`config.mk`:
```
export PLATFORM = sky130hd
export DESIGN_NAME = can_bit_timing
export DESIGN_NICKNAME = d
export VERILOG_FILES = /design/src/rtl/can_timing_pkg.sv /design/src/rtl/can_edge_detect.sv /design/src/rtl/can_bit_timing.sv
export SDC_FILE = /design/constraint.sdc
export NUM_CORES = 1
export LEC_CHECK = 0
export CORE_UTILIZATION = 35
export DETAILED_ROUTE_END_ITERATION = 10
export PLACE_DENSITY = 0.55
export REMOVE_ABC_BUFFERS = 1
export SYNTH_ARGS = -nofsm -noshare
export SYNTH_HDL_FRONTEND = slang
export SYNTH_SLANG_ARGS = --single-unit
```
`constraint.sdc`:
```
create_clock -name clock -period 14.2 [get_ports clock]
set_input_delay 4.26 -clock clock [delete_from_list [all_inputs] [get_ports clock]]
set_output_delay 4.26 -clock clock [all_outputs]
set_load 0.01 [all_outputs]
```
`src/rtl/can_timing_pkg.sv`:
```
// rtl/can_timing_pkg.sv - shared types and helpers for the CAN bit timing logic
package can_timing_pkg;

  // Segment of the nominal bit currently being timed
  typedef enum logic [1:0] {
    SYNC = 2'd0,
    PROP = 2'd1,
    PH1  = 2'd2,
    PH2  = 2'd3
  } seg_e;

  // PHASE2 must leave room for the information processing time
  localparam int MIN_PH2 = 2;

  // Internal arithmetic width; wide enough for PROP + extended PHASE1
  localparam int CALC_W = 8;

  // SJW can never exceed PHASE1, otherwise a late edge could eat the sample point
  function automatic logic [CALC_W-1:0] eff_sjw(input logic [CALC_W-1:0] sjw_len,
                                                input logic [CALC_W-1:0] ph1_len);
    return (sjw_len < ph1_len) ? sjw_len : ph1_len;
  endfunction

endpackage

```
`src/rtl/can_edge_detect.sv`:
```
// rtl/can_edge_detect.sv - recessive-to-dominant edge strobe sampled at each time quantum
module can_edge_detect (
  input  logic i_clock,
  input  logic i_reset_n,
  input  logic i_enable,
  input  logic i_tq_pulse,
  input  logic i_rx,
  output logic o_edge
);

  logic r_prev_rx;

  // Bus level seen at the previous time quantum; idles recessive
  always_ff @(posedge i_clock or negedge i_reset_n) begin
    if (!i_reset_n) begin
      r_prev_rx <= 1'b1;
    end else if (!i_enable) begin
      r_prev_rx <= 1'b1;
    end else if (i_tq_pulse) begin
      r_prev_rx <= i_rx;
    end
  end

  assign o_edge = i_tq_pulse & r_prev_rx & ~i_rx;

endmodule

```
`src/rtl/can_bit_timing.sv`:
```
// rtl/can_bit_timing.sv - CAN nominal bit segmentation with hard sync and SJW-limited resync
module can_bit_timing
  import can_timing_pkg::*;
#(
  parameter int SEG_W = 3,
  parameter int SJW_W = 2
) (
  input  logic             clock,
  input  logic             reset_n,
  input  logic             enable,
  input  logic             tq_pulse,
  input  logic             rx,
  input  logic [SEG_W-1:0] prop_seg,
  input  logic [SEG_W-1:0] phase_seg1,
  input  logic [SEG_W-1:0] phase_seg2,
  input  logic [SJW_W-1:0] sjw,
  input  logic             hard_sync_en,
  input  logic             resync_en,
  output logic             tx_point,
  output logic             sample_point,
  output logic             sampled_bit,
  output logic             hard_synced,
  output logic [1:0]       seg
);

  seg_e              r_seg;
  logic [CALC_W-1:0] r_cnt;
  logic [CALC_W-1:0] r_ph1_ext;
  logic              r_sync_done;
  logic              r_first;
  logic              r_tx;
  logic              r_sp;
  logic              r_hs;
  logic              r_sbit;

  seg_e              w_seg_n;
  logic [CALC_W-1:0] w_cnt_n;
  logic [CALC_W-1:0] w_ext_n;
  logic              w_done_n;
  logic              w_first_n;
  logic              w_tx_n;
  logic              w_sp_n;
  logic              w_hs_n;
  logic              w_sbit_n;

  logic              w_edge;
  logic              w_resync;
  logic              w_early_end;
  logic              w_shorten;
  logic [CALC_W-1:0] w_lp;
  logic [CALC_W-1:0] w_ps2;
  logic [CALC_W-1:0] w_l2;
  logic [CALC_W-1:0] w_sjwe;
  logic [CALC_W-1:0] w_elapsed;
  logic [CALC_W-1:0] w_e;
  logic [CALC_W-1:0] w_rem;
  logic [CALC_W-1:0] w_l1;

  can_edge_detect u_edge (
    .i_clock    (clock),
    .i_reset_n  (reset_n),
    .i_enable   (enable),
    .i_tq_pulse (tq_pulse),
    .i_rx       (rx),
    .o_edge     (w_edge)
  );

  assign w_lp      = CALC_W'(prop_seg) + CALC_W'(1);
  assign w_ps2     = CALC_W'(phase_seg2) + CALC_W'(1);
  assign w_l2      = (w_ps2 < CALC_W'(MIN_PH2)) ? CALC_W'(MIN_PH2) : w_ps2;
  assign w_sjwe    = eff_sjw(CALC_W'(sjw) + CALC_W'(1), CALC_W'(phase_seg1) + CALC_W'(1));
  assign w_elapsed = r_cnt + CALC_W'(1);

  // Per-tq segment sequencing, hard sync and resync correction
  always_comb begin
    w_seg_n     = r_seg;
    w_cnt_n     = r_cnt;
    w_ext_n     = r_ph1_ext;
    w_done_n    = r_sync_done;
    w_first_n   = r_first;
    w_tx_n      = 1'b0;
    w_sp_n      = 1'b0;
    w_hs_n      = 1'b0;
    w_sbit_n    = r_sbit;
    w_resync    = 1'b0;
    w_early_end = 1'b0;
    w_shorten   = 1'b0;
    w_e         = '0;
    w_rem       = '0;
    w_l1        = '0;
    if (tq_pulse) begin
      w_first_n = 1'b0;
      if (w_edge && hard_sync_en) begin
        // The edge tq itself becomes SYNC, so the next tq is the first of PROP
        w_seg_n  = PROP;
        w_cnt_n  = '0;
        w_ext_n  = '0;
        w_done_n = 1'b1;
        w_hs_n   = 1'b1;
      end else begin
        w_resync = w_edge && resync_en && !r_sync_done;
        if (w_resync) begin
          w_done_n = 1'b1;
          case (r_seg)
            PROP: begin
              w_e     = w_elapsed;
              w_ext_n = (w_e < w_sjwe) ? w_e : w_sjwe;
            end
            PH1: begin
              w_e     = w_lp + w_elapsed;
              w_ext_n = (w_e < w_sjwe) ? w_e : w_sjwe;
            end
            PH2: begin
              w_rem = w_l2 - w_elapsed;
              if (w_rem <= w_sjwe) begin
                w_early_end = 1'b1;
              end else begin
                w_shorten = 1'b1;
              end
            end
            default: ;
          endcase
        end
        // PHASE1 length includes any extension granted at this very tq
        w_l1 = CALC_W'(phase_seg1) + CALC_W'(1) + w_ext_n;
        case (r_seg)
          SYNC: begin
            // After reset the first tq is the entry into SYNC, not the SYNC tq itself
            if (r_first) begin
              w_tx_n = 1'b1;
            end else begin
              w_seg_n = PROP;
            end
            w_cnt_n = '0;
          end
          PROP: begin
            if (w_elapsed >= w_lp) begin
              w_seg_n = PH1;
              w_cnt_n = '0;
            end else begin
              w_cnt_n = w_elapsed;
            end
          end
          PH1: begin
            if (w_elapsed >= w_l1) begin
              w_seg_n  = PH2;
              w_cnt_n  = '0;
              w_sp_n   = 1'b1;
              w_sbit_n = rx;
            end else begin
              w_cnt_n = w_elapsed;
            end
          end
          PH2: begin
            if (w_early_end || (w_elapsed >= w_l2)) begin
              w_seg_n  = SYNC;
              w_cnt_n  = '0;
              w_ext_n  = '0;
              w_done_n = 1'b0;
              w_tx_n   = 1'b1;
            end else if (w_shorten) begin
              w_cnt_n = w_elapsed + w_sjwe;
            end else begin
              w_cnt_n = w_elapsed;
            end
          end
          default: ;
        endcase
      end
    end
  end

  // Timing state and registered strobes; disable forces the idle state
  always_ff @(posedge clock or negedge reset_n) begin
    if (!reset_n) begin
      r_seg       <= SYNC;
      r_cnt       <= '0;
      r_ph1_ext   <= '0;
      r_sync_done <= 1'b0;
      r_first     <= 1'b1;
      r_tx        <= 1'b0;
      r_sp        <= 1'b0;
      r_hs        <= 1'b0;
      r_sbit      <= 1'b1;
    end else if (!enable) begin
      r_seg       <= SYNC;
      r_cnt       <= '0;
      r_ph1_ext   <= '0;
      r_sync_done <= 1'b0;
      r_first     <= 1'b1;
      r_tx        <= 1'b0;
      r_sp        <= 1'b0;
      r_hs        <= 1'b0;
      r_sbit      <= 1'b1;
    end else begin
      r_seg       <= w_seg_n;
      r_cnt       <= w_cnt_n;
      r_ph1_ext   <= w_ext_n;
      r_sync_done <= w_done_n;
      r_first     <= w_first_n;
      r_tx        <= w_tx_n;
      r_sp        <= w_sp_n;
      r_hs        <= w_hs_n;
      r_sbit      <= w_sbit_n;
    end
  end

  assign tx_point     = r_tx;
  assign sample_point = r_sp;
  assign hard_synced  = r_hs;
  assign sampled_bit  = r_sbit;
  assign seg          = r_seg;

endmodule

```
==> results_dict.tcl <==
set metrics [dict create \
    totalWireLength_mm 8.516 \
    clk_latency_ns 0.28 \
    dp.cells 522 \
    post-synth-top-area-cell "ha_1" \
    synthFlopType "dfrtp_1" \
    synth_fa_ha_area_share_pct 20.60 \
    avgSynthCellArea_um2 8.070 \
    die_w_um 97.55 \
    clk_pin_slew_worst_paths_ns 0.10 \
    synth_compound_area_share_pct 25.84 \
    slowest_stage "or4b_1" \
    cts_buffers 3 \
    required_ns 14.38 \
    io_buffers 23 \
    cts.repair.resized 0 \
    yosysTopAreaCellShare_pct 18.40 \
    postLayoutSetupSlackWorst_ns 3.860 \
    period_needed_ns 10.34 \
    status "complete, no violations" \
    grt_pass1_wl_mm 14.37 \
    dp_hpwl_mm 6.777 \
    num_rows 34 \
    synth_common_cells "ha_1 (47), nand2_1 (42), inv_1 (32), nor2_1 (29), dfrtp_1 (22)" \
    holdWs_ns 0.4776 \
    min_path_cells 2 \
    drt_iter0_markers 151 \
    critical_path_class "in -> reg" \
    synth_mux_area_share_pct 0.9397 \
    antenna_found_initial 0 \
    tritoncts "built" \
    cts.path.max_buffers 2 \
    startpoint_type "input pin" \
    p_leak_uw 0.001631 \
    syn_inst 396 \
    worst_ep_arrival_time_ns 10.52 \
    drv_slew 0 \
    ys_seq_elements 25 \
    setup_viol 0 \
    worstMarginPinSlew_ns 1.003 \
    skew_ns 0.003798 \
    critPathMostFrequentCell "ha_1" \
    cts.sinks 25 \
    r2r_setup_slack_ns 7.41 \
    synth_edf_count 0 \
    dieArea_um2 9516 \
    synth-xor-area-share_pct 5.208 \
    rsz0062_at_grt "false" \
    yosys_warnings 0 \
    finalHoldViolCount 0 \
    cp-end-kind "flop" \
    r2r-end "seg[0]$_DFFE_PN0P_" \
    post-route-drc-count 0 \
    syn_area_um2 3196 \
    via_count 2991 \
    wl_per_cell_um 16.19 \
    hold_path.class "reg -> reg" \
    start_util_pct 36.46 \
    postRouteAntennaNets 0 \
    final_nets 487 \
    overflow 0 \
    r2r-start "r_cnt[0]$_DFFE_PN0P_" \
    layout-drive-gt1-share_pct 4.306 \
    die_y_um 97.55 \
    timing.fmax_mhz 96.71 \
    fin_crit_sh_pct 72.81 \
    globalplace.congestion 0.8363 \
    post-cts-setup-buffers 0 \
    critical-path-max-stage-delay_ns 0.54 \
    fillers 915 \
    grt_usage_pct 18.52 \
    grt_max_degree 26 \
    grt_pass1_vias 2837 \
    pin_count 24 \
    instances_no_fill 526 \
    drtPass1Iterations 5 \
    synth-simple-area-share_pct 22.47 \
    vdd_drop_max_v 0.00003456 \
    min_to "r_first$_DFFE_PN1P_" \
    coreArea_um2 8763 \
    synth_async_sr_flop_share_pct 100.0 \
    diodes 0 \
    ctsRootBufferMaster "clkbuf_8" \
    synth_area_leaders "ha_1 (18%), dfrtp_1 (17%), nand2_1 (4.9%)" \
    ys_types 70 \
    syn2layout_area_growth_pct 12.45 \
    cts_max_level 1 \
    via_per_inst 5.686 \
    hp-start "r_first$_DFFE_PN1P_" \
    maxCapViolations 0 \
    p_per_area_nw_per_um2 56.63 \
    synth.most_common_cell "ha_1" \
    path_max_fanout 7 \
    holdBufCountCts 0 \
    relSlewSlack_pct 32.88 \
    synth_top_family_by_area "compound AO/OA/AOI/OAI gates" \
    ff2ff_path_depth 28 \
    ys_seq_area_share_pct 19.69 \
    preCtsSetupSlack_ns 3.651 \
    setup_tns_ns 0 \
]
power by group:
part / internal (µW) / switching, µW / total [µW] / leakage, µW
clock: 19.7 / 26.2 / 46.0 / 0.0000255
sequential: 73.1 / 1.51 / 74.6 / 0.000337
combinational: 34.9 / 48.0 / 82.9 / 0.00127
total: 128 / 75.8 / 204 / 0.00163
registers in the layout, summed over array words and instances (netlist names):
signal and count:
tx_point 1, seg 2, r_ph1_ext 8, hard_synced 1, r_sync_done 1, sampled_bit 1, r_first 1, r_cnt 8
u_edge.r_prev_rx 1, sample_point 1
placed cells by master, fill, tap and decap left out, types with 4 or more instances in the layout:
master / synthesis / routed
o21ai_0: 19 / 19
o211ai_1: 6 / 6
ha_1: 47 / 47
and3_1: 4 / 4
nor3_1: 7 / 7
dfrtp_1: 22 / 22
conb_1: 2 / 4
nor2b_1: 5 / 5
and2_1: 10 / 10
nor4_1: 4 / 4
a21o_1: 5 / 5
xnor2_1: 8 / 8
nor2_1: 29 / 29
nand3_1: 11 / 11
o21a_1: 5 / 5
nand4_1: 6 / 6
nand2b_1: 6 / 6
xor2_1: 11 / 11
inv_1: 32 / 32
a21oi_1: 18 / 18
or4_1: 4 / 4
clkdlybuf4s50_1: 0 / 23
a22oi_1: 4 / 4
nand2_1: 42 / 42
a31oi_1: 5 / 5
routing by layer:
layer	share of wire (%)	routed length (µm)	track usage, %	vias to the layer above
met4	1.2	102	4.412	0
met3	3.3	284	1.223	8
met1	49	4161	26.27	1411
met2	47	3968	30.61	66
met5	0	0	0	-
li1	-	-	-	1506
worst max-delay path by stage:
stage                                    end  depth (start not counted)     startpoint
after CTS                 seg[0]$_DFFE_PN0P_                         26  phase_seg1[0]
after global placement    seg[0]$_DFFE_PN0P_                         26  phase_seg1[0]
after detailed placement  seg[0]$_DFFE_PN0P_                         26  phase_seg1[0]
final                     seg[0]$_DFFE_PN0P_                         26  phase_seg1[0]
after floorplan           seg[0]$_DFFE_PN0P_                         25  phase_seg1[0]
after global routing      seg[0]$_DFFE_PN0P_                         25  phase_seg1[0]
cell type report:
cell class | count | area [µm²] | area share, %
multi-input cells | 331 | 2414 | 67.17
flip-flops and latches | 25 | 629.4 | 17.51
repair buffers | 25 | 245.2 | 6.825
well taps | 108 | 135.1 | 3.760
inverters | 33 | 123.9 | 3.447
clock buffers | 3 | 41.29 | 1.149
clock inverters | 1 | 5.005 | 0.1393
kinds of logic (layout without fill, tap and decap cells):
logic type | count (synthesis) | in the layout
DFF | 25 | 25
AOI/OAI and AO/OA | 113 | 113
adders and majority gates | 51 | 51
other | 2 | 4
xor gates and xnor gates | 19 | 19
and+or+nand+nor | 141 | 141
muxes | 3 | 3
buffers and inverters | 42 | 62
worst max-delay path: cells and delay by family:
family | cells | cell delay [ns]
fa+ha+maj | 4 | 1.14
buf+inv | 2 | 0.72
simple gates | 6 | 1.20
xor+xnor | 2 | 0.31
compound gates | 12 | 2.88
metrics by stage:
step | total power [µW] | cell area [µm²] | utilization (%)
3_5_place_dp | 157.9 | 3547 | 40.48
5_1_grt | 218.1 | 3593 | 41.01
6_report | 203.5 | 3593 | 41.01
3_3_place_gp | 157.2 | 3547 | 40.48
2_1_floorplan | 132.6 | 3167 | -
4_1_cts | 205.0 | 3593 | 41.01
No activity file was read; power rests on OpenSTA's default activity.
